--- src/rtl/oled_pkg.sv ---
// Shared types and constants for the OLED glyph streamer: FSM states,
// SSD1306-style addressing opcodes and the byte counts of one character.
package oled_pkg;

    typedef enum logic [1:0] {
        IDLE = 2'd0,
        LOAD = 2'd1,
        CMD  = 2'd2,
        DATA = 2'd3
    } state_t;

    localparam logic [7:0] CMD_SET_COL  = 8'h21;
    localparam logic [7:0] CMD_SET_PAGE = 8'h22;
    localparam int         CMD_LEN      = 6;
    localparam int         GLYPH_BYTES  = 8;

    // First pixel column of a text cell, in the display's 8-bit column space.
    function automatic logic [7:0] col_base(input logic [3:0] col, input int glyph_w);
        return 8'(int'(col) * glyph_w);
    endfunction

endpackage

--- src/rtl/oled_glyph_streamer_if.sv ---
// Handshake bundles of the glyph streamer: character requests in, SPI bytes out.
// With GLYPH_INVERT_EN defined the request bundle also carries char_inv.
interface oled_char_if;
    logic       char_valid;
    logic       char_ready;
    logic [6:0] char_code;
    logic [3:0] char_col;
    logic [1:0] char_page;
`ifdef GLYPH_INVERT_EN
    logic       char_inv;

    modport master (output char_valid, char_code, char_col, char_page, char_inv,
                    input  char_ready);
    modport slave  (input  char_valid, char_code, char_col, char_page, char_inv,
                    output char_ready);
`else
    modport master (output char_valid, char_code, char_col, char_page,
                    input  char_ready);
    modport slave  (input  char_valid, char_code, char_col, char_page,
                    output char_ready);
`endif
endinterface

interface oled_byte_if;
    logic       byte_valid;
    logic       byte_ready;
    logic [7:0] byte_data;
    logic       byte_dc;

    modport master (output byte_valid, byte_data, byte_dc, input  byte_ready);
    modport slave  (input  byte_valid, byte_data, byte_dc, output byte_ready);
endinterface

--- src/rtl/glyph_shift_reg.sv ---
// 64-bit glyph holding register: parallel load from the ROM word, shift by one
// byte per data transfer; top_byte is always the next column to send.
module glyph_shift_reg (
    input  logic        clk,
    input  logic        rst_n,
    input  logic        load,
    input  logic        shift,
    input  logic [63:0] din,
    output logic [7:0]  top_byte
);
    // lanes[0] holds din[63:56], the leftmost pixel column.
    logic [7:0][7:0] lanes;

    generate
        for (genvar gi = 0; gi < 8; gi++) begin : g_lane
            logic [7:0] lane_reg;
            logic [7:0] shift_in;

            if (gi == 7) begin : g_tail
                assign shift_in = 8'h00;
            end else begin : g_body
                assign shift_in = lanes[gi+1];
            end

            always_ff @(posedge clk or negedge rst_n) begin
                if (!rst_n) begin
                    lane_reg <= 8'h00;
                end else if (load) begin
                    lane_reg <= din[8*(7-gi) +: 8];
                end else if (shift) begin
                    lane_reg <= shift_in;
                end
            end

            assign lanes[gi] = lane_reg;
        end
    endgenerate

    assign top_byte = lanes[0];

endmodule

--- src/rtl/oled_glyph_streamer.sv ---
// Turns one character request into a 6-byte column/page addressing preamble
// followed by 8 glyph column bytes. Macro GLYPH_INVERT_EN adds char_inv (inverted cell).
module oled_glyph_streamer
    import oled_pkg::*;
#(
    parameter int COLS    = 16,
    parameter int PAGES   = 4,
    parameter int GLYPH_W = 8
) (
    input  logic        clk,
    input  logic        rst_n,
    oled_char_if.slave  char_bus,
    oled_byte_if.master byte_bus,
    output logic [6:0]  rom_addr,
    input  logic [63:0] rom_data,
    output logic        busy,
    output logic        drop
);
    state_t     state_reg, state_next;
    logic [3:0] idx_reg, idx_next;
    logic [6:0] code_reg;
    logic [3:0] col_reg;
    logic [1:0] page_reg;
    logic       drop_reg;

    logic       ready;
    logic       accept;
    logic       in_range;
    logic       glyph_load;
    logic       glyph_shift;
    logic [7:0] glyph_top;
    logic [7:0] data_mask;
    logic [7:0] cmd_byte;
    logic [7:0] col_lo;

`ifdef GLYPH_INVERT_EN
    logic       inv_reg;
`endif

    // Range is judged on the live request so a bad one never leaves IDLE.
    assign in_range = (int'(char_bus.char_col) < COLS) && (int'(char_bus.char_page) < PAGES);
    assign accept   = char_bus.char_valid && ready;

    assign char_bus.char_ready = ready;
    assign busy     = (state_reg != IDLE);
    assign drop     = drop_reg;
    assign rom_addr = code_reg;
    assign col_lo   = col_base(col_reg, GLYPH_W);

`ifdef GLYPH_INVERT_EN
    assign data_mask = {8{inv_reg}};
`else
    assign data_mask = 8'h00;
`endif

    glyph_shift_reg u_glyph (
        .clk      (clk),
        .rst_n    (rst_n),
        .load     (glyph_load),
        .shift    (glyph_shift),
        .din      (rom_data),
        .top_byte (glyph_top)
    );

    always_comb begin
        cmd_byte = CMD_SET_COL;
        case (idx_reg)
            4'd0:    cmd_byte = CMD_SET_COL;
            4'd1:    cmd_byte = col_lo;
            4'd2:    cmd_byte = col_lo + 8'(GLYPH_W - 1);
            4'd3:    cmd_byte = CMD_SET_PAGE;
            default: cmd_byte = {6'd0, page_reg};
        endcase
    end

    always_comb begin
        state_next          = state_reg;
        idx_next            = idx_reg;
        ready               = 1'b0;
        glyph_load          = 1'b0;
        glyph_shift         = 1'b0;
        byte_bus.byte_valid = 1'b0;
        byte_bus.byte_data  = 8'h00;
        byte_bus.byte_dc    = 1'b0;

        case (state_reg)
            IDLE: begin
                ready = 1'b1;
                if (char_bus.char_valid && in_range) begin
                    state_next = LOAD;
                end
            end
            LOAD: begin
                glyph_load = 1'b1;
                idx_next   = 4'd0;
                state_next = CMD;
            end
            CMD: begin
                byte_bus.byte_valid = 1'b1;
                byte_bus.byte_data  = cmd_byte;
                if (byte_bus.byte_ready) begin
                    if (idx_reg == 4'(CMD_LEN - 1)) begin
                        idx_next   = 4'd0;
                        state_next = DATA;
                    end else begin
                        idx_next = idx_reg + 4'd1;
                    end
                end
            end
            DATA: begin
                byte_bus.byte_valid = 1'b1;
                byte_bus.byte_dc    = 1'b1;
                byte_bus.byte_data  = glyph_top ^ data_mask;
                if (byte_bus.byte_ready) begin
                    glyph_shift = 1'b1;
                    if (idx_reg == 4'(GLYPH_BYTES - 1)) begin
                        idx_next   = 4'd0;
                        state_next = IDLE;
                    end else begin
                        idx_next = idx_reg + 4'd1;
                    end
                end
            end
            default: begin
                state_next = IDLE;
            end
        endcase
    end

    always_ff @(posedge clk or negedge rst_n) begin
        if (!rst_n) begin
            state_reg <= IDLE;
            idx_reg   <= 4'd0;
            code_reg  <= 7'd0;
            col_reg   <= 4'd0;
            page_reg  <= 2'd0;
            drop_reg  <= 1'b0;
`ifdef GLYPH_INVERT_EN
            inv_reg   <= 1'b0;
`endif
        end else begin
            state_reg <= state_next;
            idx_reg   <= idx_next;
            drop_reg  <= accept && !in_range;
            if (accept) begin
                code_reg <= char_bus.char_code;
                col_reg  <= char_bus.char_col;
                page_reg <= char_bus.char_page;
`ifdef GLYPH_INVERT_EN
                inv_reg  <= char_bus.char_inv;
`endif
            end
        end
    end

endmodule

--- src/flat_wrapper.sv ---
// flat-port wrapper written by rule: the top's interface ports become plain ports
module oled_glyph_streamer_flat import oled_pkg::*;
#(
    parameter int COLS    = 16,
    parameter int PAGES   = 4,
    parameter int GLYPH_W = 8
)
  (clk, rst_n, rom_addr, rom_data, busy, drop, char_bus_char_valid, char_bus_char_code, char_bus_char_col, char_bus_char_page, char_bus_char_ready, byte_bus_byte_valid, byte_bus_byte_data, byte_bus_byte_dc, byte_bus_byte_ready);
  oled_char_if char_bus_i ();
  oled_byte_if byte_bus_i ();
  input  logic clk;
  input  logic rst_n;
  output logic [6:0] rom_addr;
  input  logic [63:0] rom_data;
  output logic busy;
  output logic drop;
  input wire logic [$bits(char_bus_i.char_valid)-1:0] char_bus_char_valid;
  input wire logic [$bits(char_bus_i.char_code)-1:0] char_bus_char_code;
  input wire logic [$bits(char_bus_i.char_col)-1:0] char_bus_char_col;
  input wire logic [$bits(char_bus_i.char_page)-1:0] char_bus_char_page;
  output wire logic [$bits(char_bus_i.char_ready)-1:0] char_bus_char_ready;
  output wire logic [$bits(byte_bus_i.byte_valid)-1:0] byte_bus_byte_valid;
  output wire logic [$bits(byte_bus_i.byte_data)-1:0] byte_bus_byte_data;
  output wire logic [$bits(byte_bus_i.byte_dc)-1:0] byte_bus_byte_dc;
  input wire logic [$bits(byte_bus_i.byte_ready)-1:0] byte_bus_byte_ready;
  assign char_bus_i.char_valid = char_bus_char_valid;
  assign char_bus_i.char_code = char_bus_char_code;
  assign char_bus_i.char_col = char_bus_char_col;
  assign char_bus_i.char_page = char_bus_char_page;
  assign char_bus_char_ready = char_bus_i.char_ready;
  assign byte_bus_byte_valid = byte_bus_i.byte_valid;
  assign byte_bus_byte_data = byte_bus_i.byte_data;
  assign byte_bus_byte_dc = byte_bus_i.byte_dc;
  assign byte_bus_i.byte_ready = byte_bus_byte_ready;
  oled_glyph_streamer #(.COLS(COLS), .PAGES(PAGES), .GLYPH_W(GLYPH_W)) u_core (.clk(clk), .rst_n(rst_n), .char_bus(char_bus_i), .byte_bus(byte_bus_i), .rom_addr(rom_addr), .rom_data(rom_data), .busy(busy), .drop(drop));
endmodule
--- config.mk ---
export PLATFORM = sky130hd
export DESIGN_NAME = oled_glyph_streamer_flat
export DESIGN_NICKNAME = d
export VERILOG_FILES = /design/src/rtl/oled_pkg.sv /design/src/rtl/oled_glyph_streamer_if.sv /design/src/rtl/glyph_shift_reg.sv /design/src/rtl/oled_glyph_streamer.sv /design/src/flat_wrapper.sv
export SDC_FILE = /design/constraint.sdc
export NUM_CORES = 1
export LEC_CHECK = 0
export ABC_AREA = 0
export CAP_MARGIN = 30
export CORE_ASPECT_RATIO = 1.2
export CORE_UTILIZATION = 45
export DETAILED_ROUTE_END_ITERATION = 12
export GPL_ROUTABILITY_DRIVEN = 0
export HOLD_SLACK_MARGIN = 0.06
export PLACE_DENSITY = 0.71
export SETUP_SLACK_MARGIN = 0.05
export SKIP_CTS_REPAIR_TIMING = 1
export SLEW_MARGIN = 0
export SYNTH_ARGS = -nofsm -noshare
export SYNTH_HDL_FRONTEND = slang
export SYNTH_HIERARCHICAL = 1
export SYNTH_SLANG_ARGS = --single-unit
--- constraint.sdc ---
create_clock -name clk -period 4.21 [get_ports clk]
set_input_delay 0.421 -clock clk [delete_from_list [all_inputs] [get_ports clk]]
set_output_delay 0.421 -clock clk [all_outputs]
set_load 0.05 [all_outputs]
==> flow_summary.rst <==
.. list-table::
   :header-rows: 1

   * - Metric
     - Value
   * - Horizontal die dimension
     - roughly 90 um
   * - Max-slew violation count
     - 0
   * - Status
     - finished, final reports clean
   * - Largest delay contributor family on the critical path
     - buffers and inverters
   * - Dominant synthesized flop cell
     - sky130_fd_sc_hd__dfrtp_1
   * - Synthesis Warnings
     - 6
   * - Syn avg cell area
     - about 11 um^2
   * - Static Leakage
     - approximately 2.2 nW
   * - Share of the clock period used by the worst path after layout
     - 0.700
   * - Std-Cell Rows
     - 37
   * - Setup Total Neg Slack
     - 0 ps
   * - Max cap viols
     - 0
   * - Die height
     - about 110 um
   * - Sequence of cells on the critical path
     - inv_1 -> ha_1 -> o211a_1 -> a22o_1 -> clkdlybuf4s50_1
   * - GR Util All Layers
     - 0.203
   * - Overflow after GRT
     - 0
   * - Kind of launch point of the worst setup path
     - flip-flop
   * - Via Count
     - a little under 3,000
   * - Post-Route WL
     - 8900 um
   * - Multi-input gate area
     - 0.00179 mm^2
   * - Maximum fanout along the worst path
     - 9
   * - Flip-flop count of the largest register, all copies and words added
     - between 50 and 60
   * - Iteration-0 DRC Markers
     - 146
   * - Number of nets at the end of the flow
     - 550
   * - Highest Clock Rate
     - about 0.34 GHz
   * - Post-synthesis register bit count
     - just over 80
   * - DRT Pass-1 Iters
     - 4
   * - Required arrival time at the worst endpoint
     - about 3800 ps
   * - Detail Placement HPWL
     - 6320 um
   * - Number of H-tree levels
     - 3
   * - Rel. slew slack
     - 0.574
   * - Cell at the root of the clock tree
     - sky130_fd_sc_hd__clkbuf_8
   * - Data arrival at the endpoint of the critical path
     - approximately 2500 ps
   * - Layout overhead on the synthesized area
     - 29.2%
   * - Count of port buffers added during placement
     - 99
   * - Global-route wire length before repair
     - approximately 15,000 um
   * - Critical path buffer and inverter count
     - 2
   * - Number of inserted diodes
     - 0
   * - Worst-case vdd ir drop
     - 0.000635 V
   * - Count of unresolved DRC violations after routing
     - 0
   * - Post-detailed-route count of antenna-violating nets
     - 0
   * - Worst Path Class, Setup
     - flip-flop to output port
   * - CTS Buf Count
     - 9
   * - Maximum number of pins on one net before global-route repair
     - 68
   * - Post-layout min period
     - about 2900 ps
   * - Worst hold path type
     - input pin to async pin
   * - Die outline area
     - approximately 0.0095 mm^2
   * - Setup repair after global routing missed its margin
     - no
   * - Top-Level Pins
     - between 100 and 150
   * - Clock-pin slew reported for the worst setup and hold paths after clock tree synthesis
     - about 80 ps
   * - Crit path max-delay cell type
     - sky130_fd_sc_hd__clkdlybuf4s50_1
   * - Actual transition at the worst max-transition pin
     - approximately 640 ps
   * - Final-layout worst hold slack
     - approximately 470 ps
   * - Skew-Pair Late Insertion Delay
     - between 300 and 400 ps
   * - Setup-failing EPs final
     - 0
   * - Ratio of cells with drive above 1 in the final layout
     - 0.0901
   * - Initial antenna violation count
     - 0
   * - Delay of the slowest critical-path stage
     - a little over 800 ps
   * - Worst Skew
     - between 7 and 8 ps
   * - Synthesized area
     - 0.00411 mm^2
   * - Areal power density over the cells
     - ~760 mW/mm^2
   * - Post-DR vias/cell
     - around 5.0
   * - Clock tree from TritonCTS
     - built
   * - Layout filler cell count
     - 774
   * - EDFF count, synth
     - 0
   * - Largest buffer count on any clock path
     - 2
   * - Asr flop ratio synth
     - 1.00
   * - Vias in the first global route
     - roughly 3,100
   * - Distinct cell type count after synthesis
     - 37
   * - Final hold violation count
     - 0
   * - Starting density of the core
     - 0.472
   * - Number of instances in the synthesized netlist
     - 372
   * - CTS Sinks
     - slightly above 80
   * - Number of nets in the synthesized netlist
     - 461
   * - Per-cell routed wire length
     - 15.3 um
   * - Register area share after synthesis
     - 0.506
   * - Total core area
     - between 0.008 and 0.009 mm^2
   * - Element type at the critical path end
     - output port
   * - FF+latch area
     - 0.00208 mm^2
layout make-up:
type	count	share of cell area
sequential	83	0.391
clock buffer	13	0.0299
timing repair buffer	104	0.201
multi-input combinational	258	0.338
tap	117	0.0276
inverter	5	0.00354
clock inverter	3	0.00872
layer usage:
metal,global-route usage,part of all wire,vias to the layer above
met3,0.0346,0.047,11
li1,-,-,1468
met5,0,0,-
met1,0.264,0.44,1391
met2,0.331,0.49,68
met4,0.0884,0.017,0
Yosys cell counts (3+ instances only):
cell	count	area share
sky130_fd_sc_hd__buf_12	5	0.024
sky130_fd_sc_hd__ha_1	8	0.024
sky130_fd_sc_hd__nor2_1	5	0.0046
sky130_fd_sc_hd__mux2i_1	57	0.14
sky130_fd_sc_hd__clkbuf_1	5	0.0046
sky130_fd_sc_hd__o21ai_1	50	0.061
sky130_fd_sc_hd__nand2_1	68	0.062
sky130_fd_sc_hd__mux2_2	13	0.036
sky130_fd_sc_hd__inv_1	5	0.0046
sky130_fd_sc_hd__dfrtp_1	83	0.51
sky130_fd_sc_hd__buf_4	3	0.0055
sky130_fd_sc_hd__nand2b_1	8	0.012
sky130_fd_sc_hd__buf_2	9	0.011
sky130_fd_sc_hd__buf_6	3	0.0082
sky130_fd_sc_hd__o21ai_0	13	0.016
sky130_fd_sc_hd__a22o_1	7	0.015
sky130_fd_sc_hd__o21ai_2	4	0.0085
cell usage in the layout (no fill, tap or decap), types with 3 or more instances in the layout:
cell type and count:
sky130_fd_sc_hd__nand2_1 68, sky130_fd_sc_hd__clkbuf_8 11, sky130_fd_sc_hd__o21ai_0 13, sky130_fd_sc_hd__inv_1 5, sky130_fd_sc_hd__clkdlybuf4s50_1 98, sky130_fd_sc_hd__nand2b_1 8, sky130_fd_sc_hd__buf_4 3, sky130_fd_sc_hd__nor2_1 5
sky130_fd_sc_hd__dfrtp_1 83, sky130_fd_sc_hd__o21ai_1 50, sky130_fd_sc_hd__mux2_2 13, sky130_fd_sc_hd__o21ai_2 4, sky130_fd_sc_hd__mux2i_1 57, sky130_fd_sc_hd__ha_1 7, sky130_fd_sc_hd__a22o_1 7
where the power goes:
group          total, W  switching (W)  leakage (nW)  internal [W]
logic           0.00198        0.00114          1.09      0.000837
registers       0.00146       0.000261          1.02       0.00119
clock network  0.000589       0.000281        0.0998      0.000308
stage by stage:
step | worst slack [ps] | util | std cells | cell area [um^2] | power [W]
after floorplan | 2030 | - | 372 | 4110 | 0.00297
after global placement | 1700 | 0.579 | 564 | 5040 | 0.00339
after detailed placement | 1630 | 0.585 | 566 | 5090 | 0.00346
after CTS | 1240 | 0.609 | 582 | 5300 | 0.00407
after global routing | 1130 | 0.610 | 583 | 5310 | 0.00432
final | 1260 | 0.610 | 583 | 5310 | 0.00403
worst register-to-register path: stages (launching register included):
cell and delay [ps]:
sky130_fd_sc_hd__dfrtp_1 440, sky130_fd_sc_hd__ha_1 530, sky130_fd_sc_hd__and2_4 540, sky130_fd_sc_hd__buf_16 310, sky130_fd_sc_hd__mux2i_1 250, sky130_fd_sc_hd__o21ai_1 90
cells by family (layout without fill, tap and decap cells):
logic type      after synthesis  after routing  share of synthesized area
compound gates               87             87                      0.132
other cells                   1              1                   0.000913
fa+ha+maj                     8              8                     0.0244
mux                          71             71                      0.178
flops                        83             83                      0.506
buf+inv                      31            125                     0.0618
simple gates                 91             91                     0.0975
final timing paths:
check	start	to	slack (ps)	cells past startpoint
worst min-delay path	rst_n	u_core/rom_addr[1]$_DFFE_PN0P_	470	2
worst max-delay path	u_core/state_reg[0]$_DFFE_PN0P_	byte_bus_byte_data[6]	1260	5
worst max register to register	u_core/state_reg[1]$_DFFE_PN0P_	u_core/u_glyph/g_lane[1].shift_in[5]$_DFFE_PN0P_	1910	5
min in group clk	u_core/rom_addr[0]$_DFFE_PN0P_	u_core/rom_addr[0]$_DFFE_PN0P_	510	1
worst min register to register	u_core/rom_addr[0]$_DFFE_PN0P_	u_core/rom_addr[0]$_DFFE_PN0P_	510	1
max in group asynchronous	rst_n	u_core/u_glyph/top_byte[4]$_DFFE_PN0P_	3140	3
Note: power is estimated with default switching activity, not from simulation.
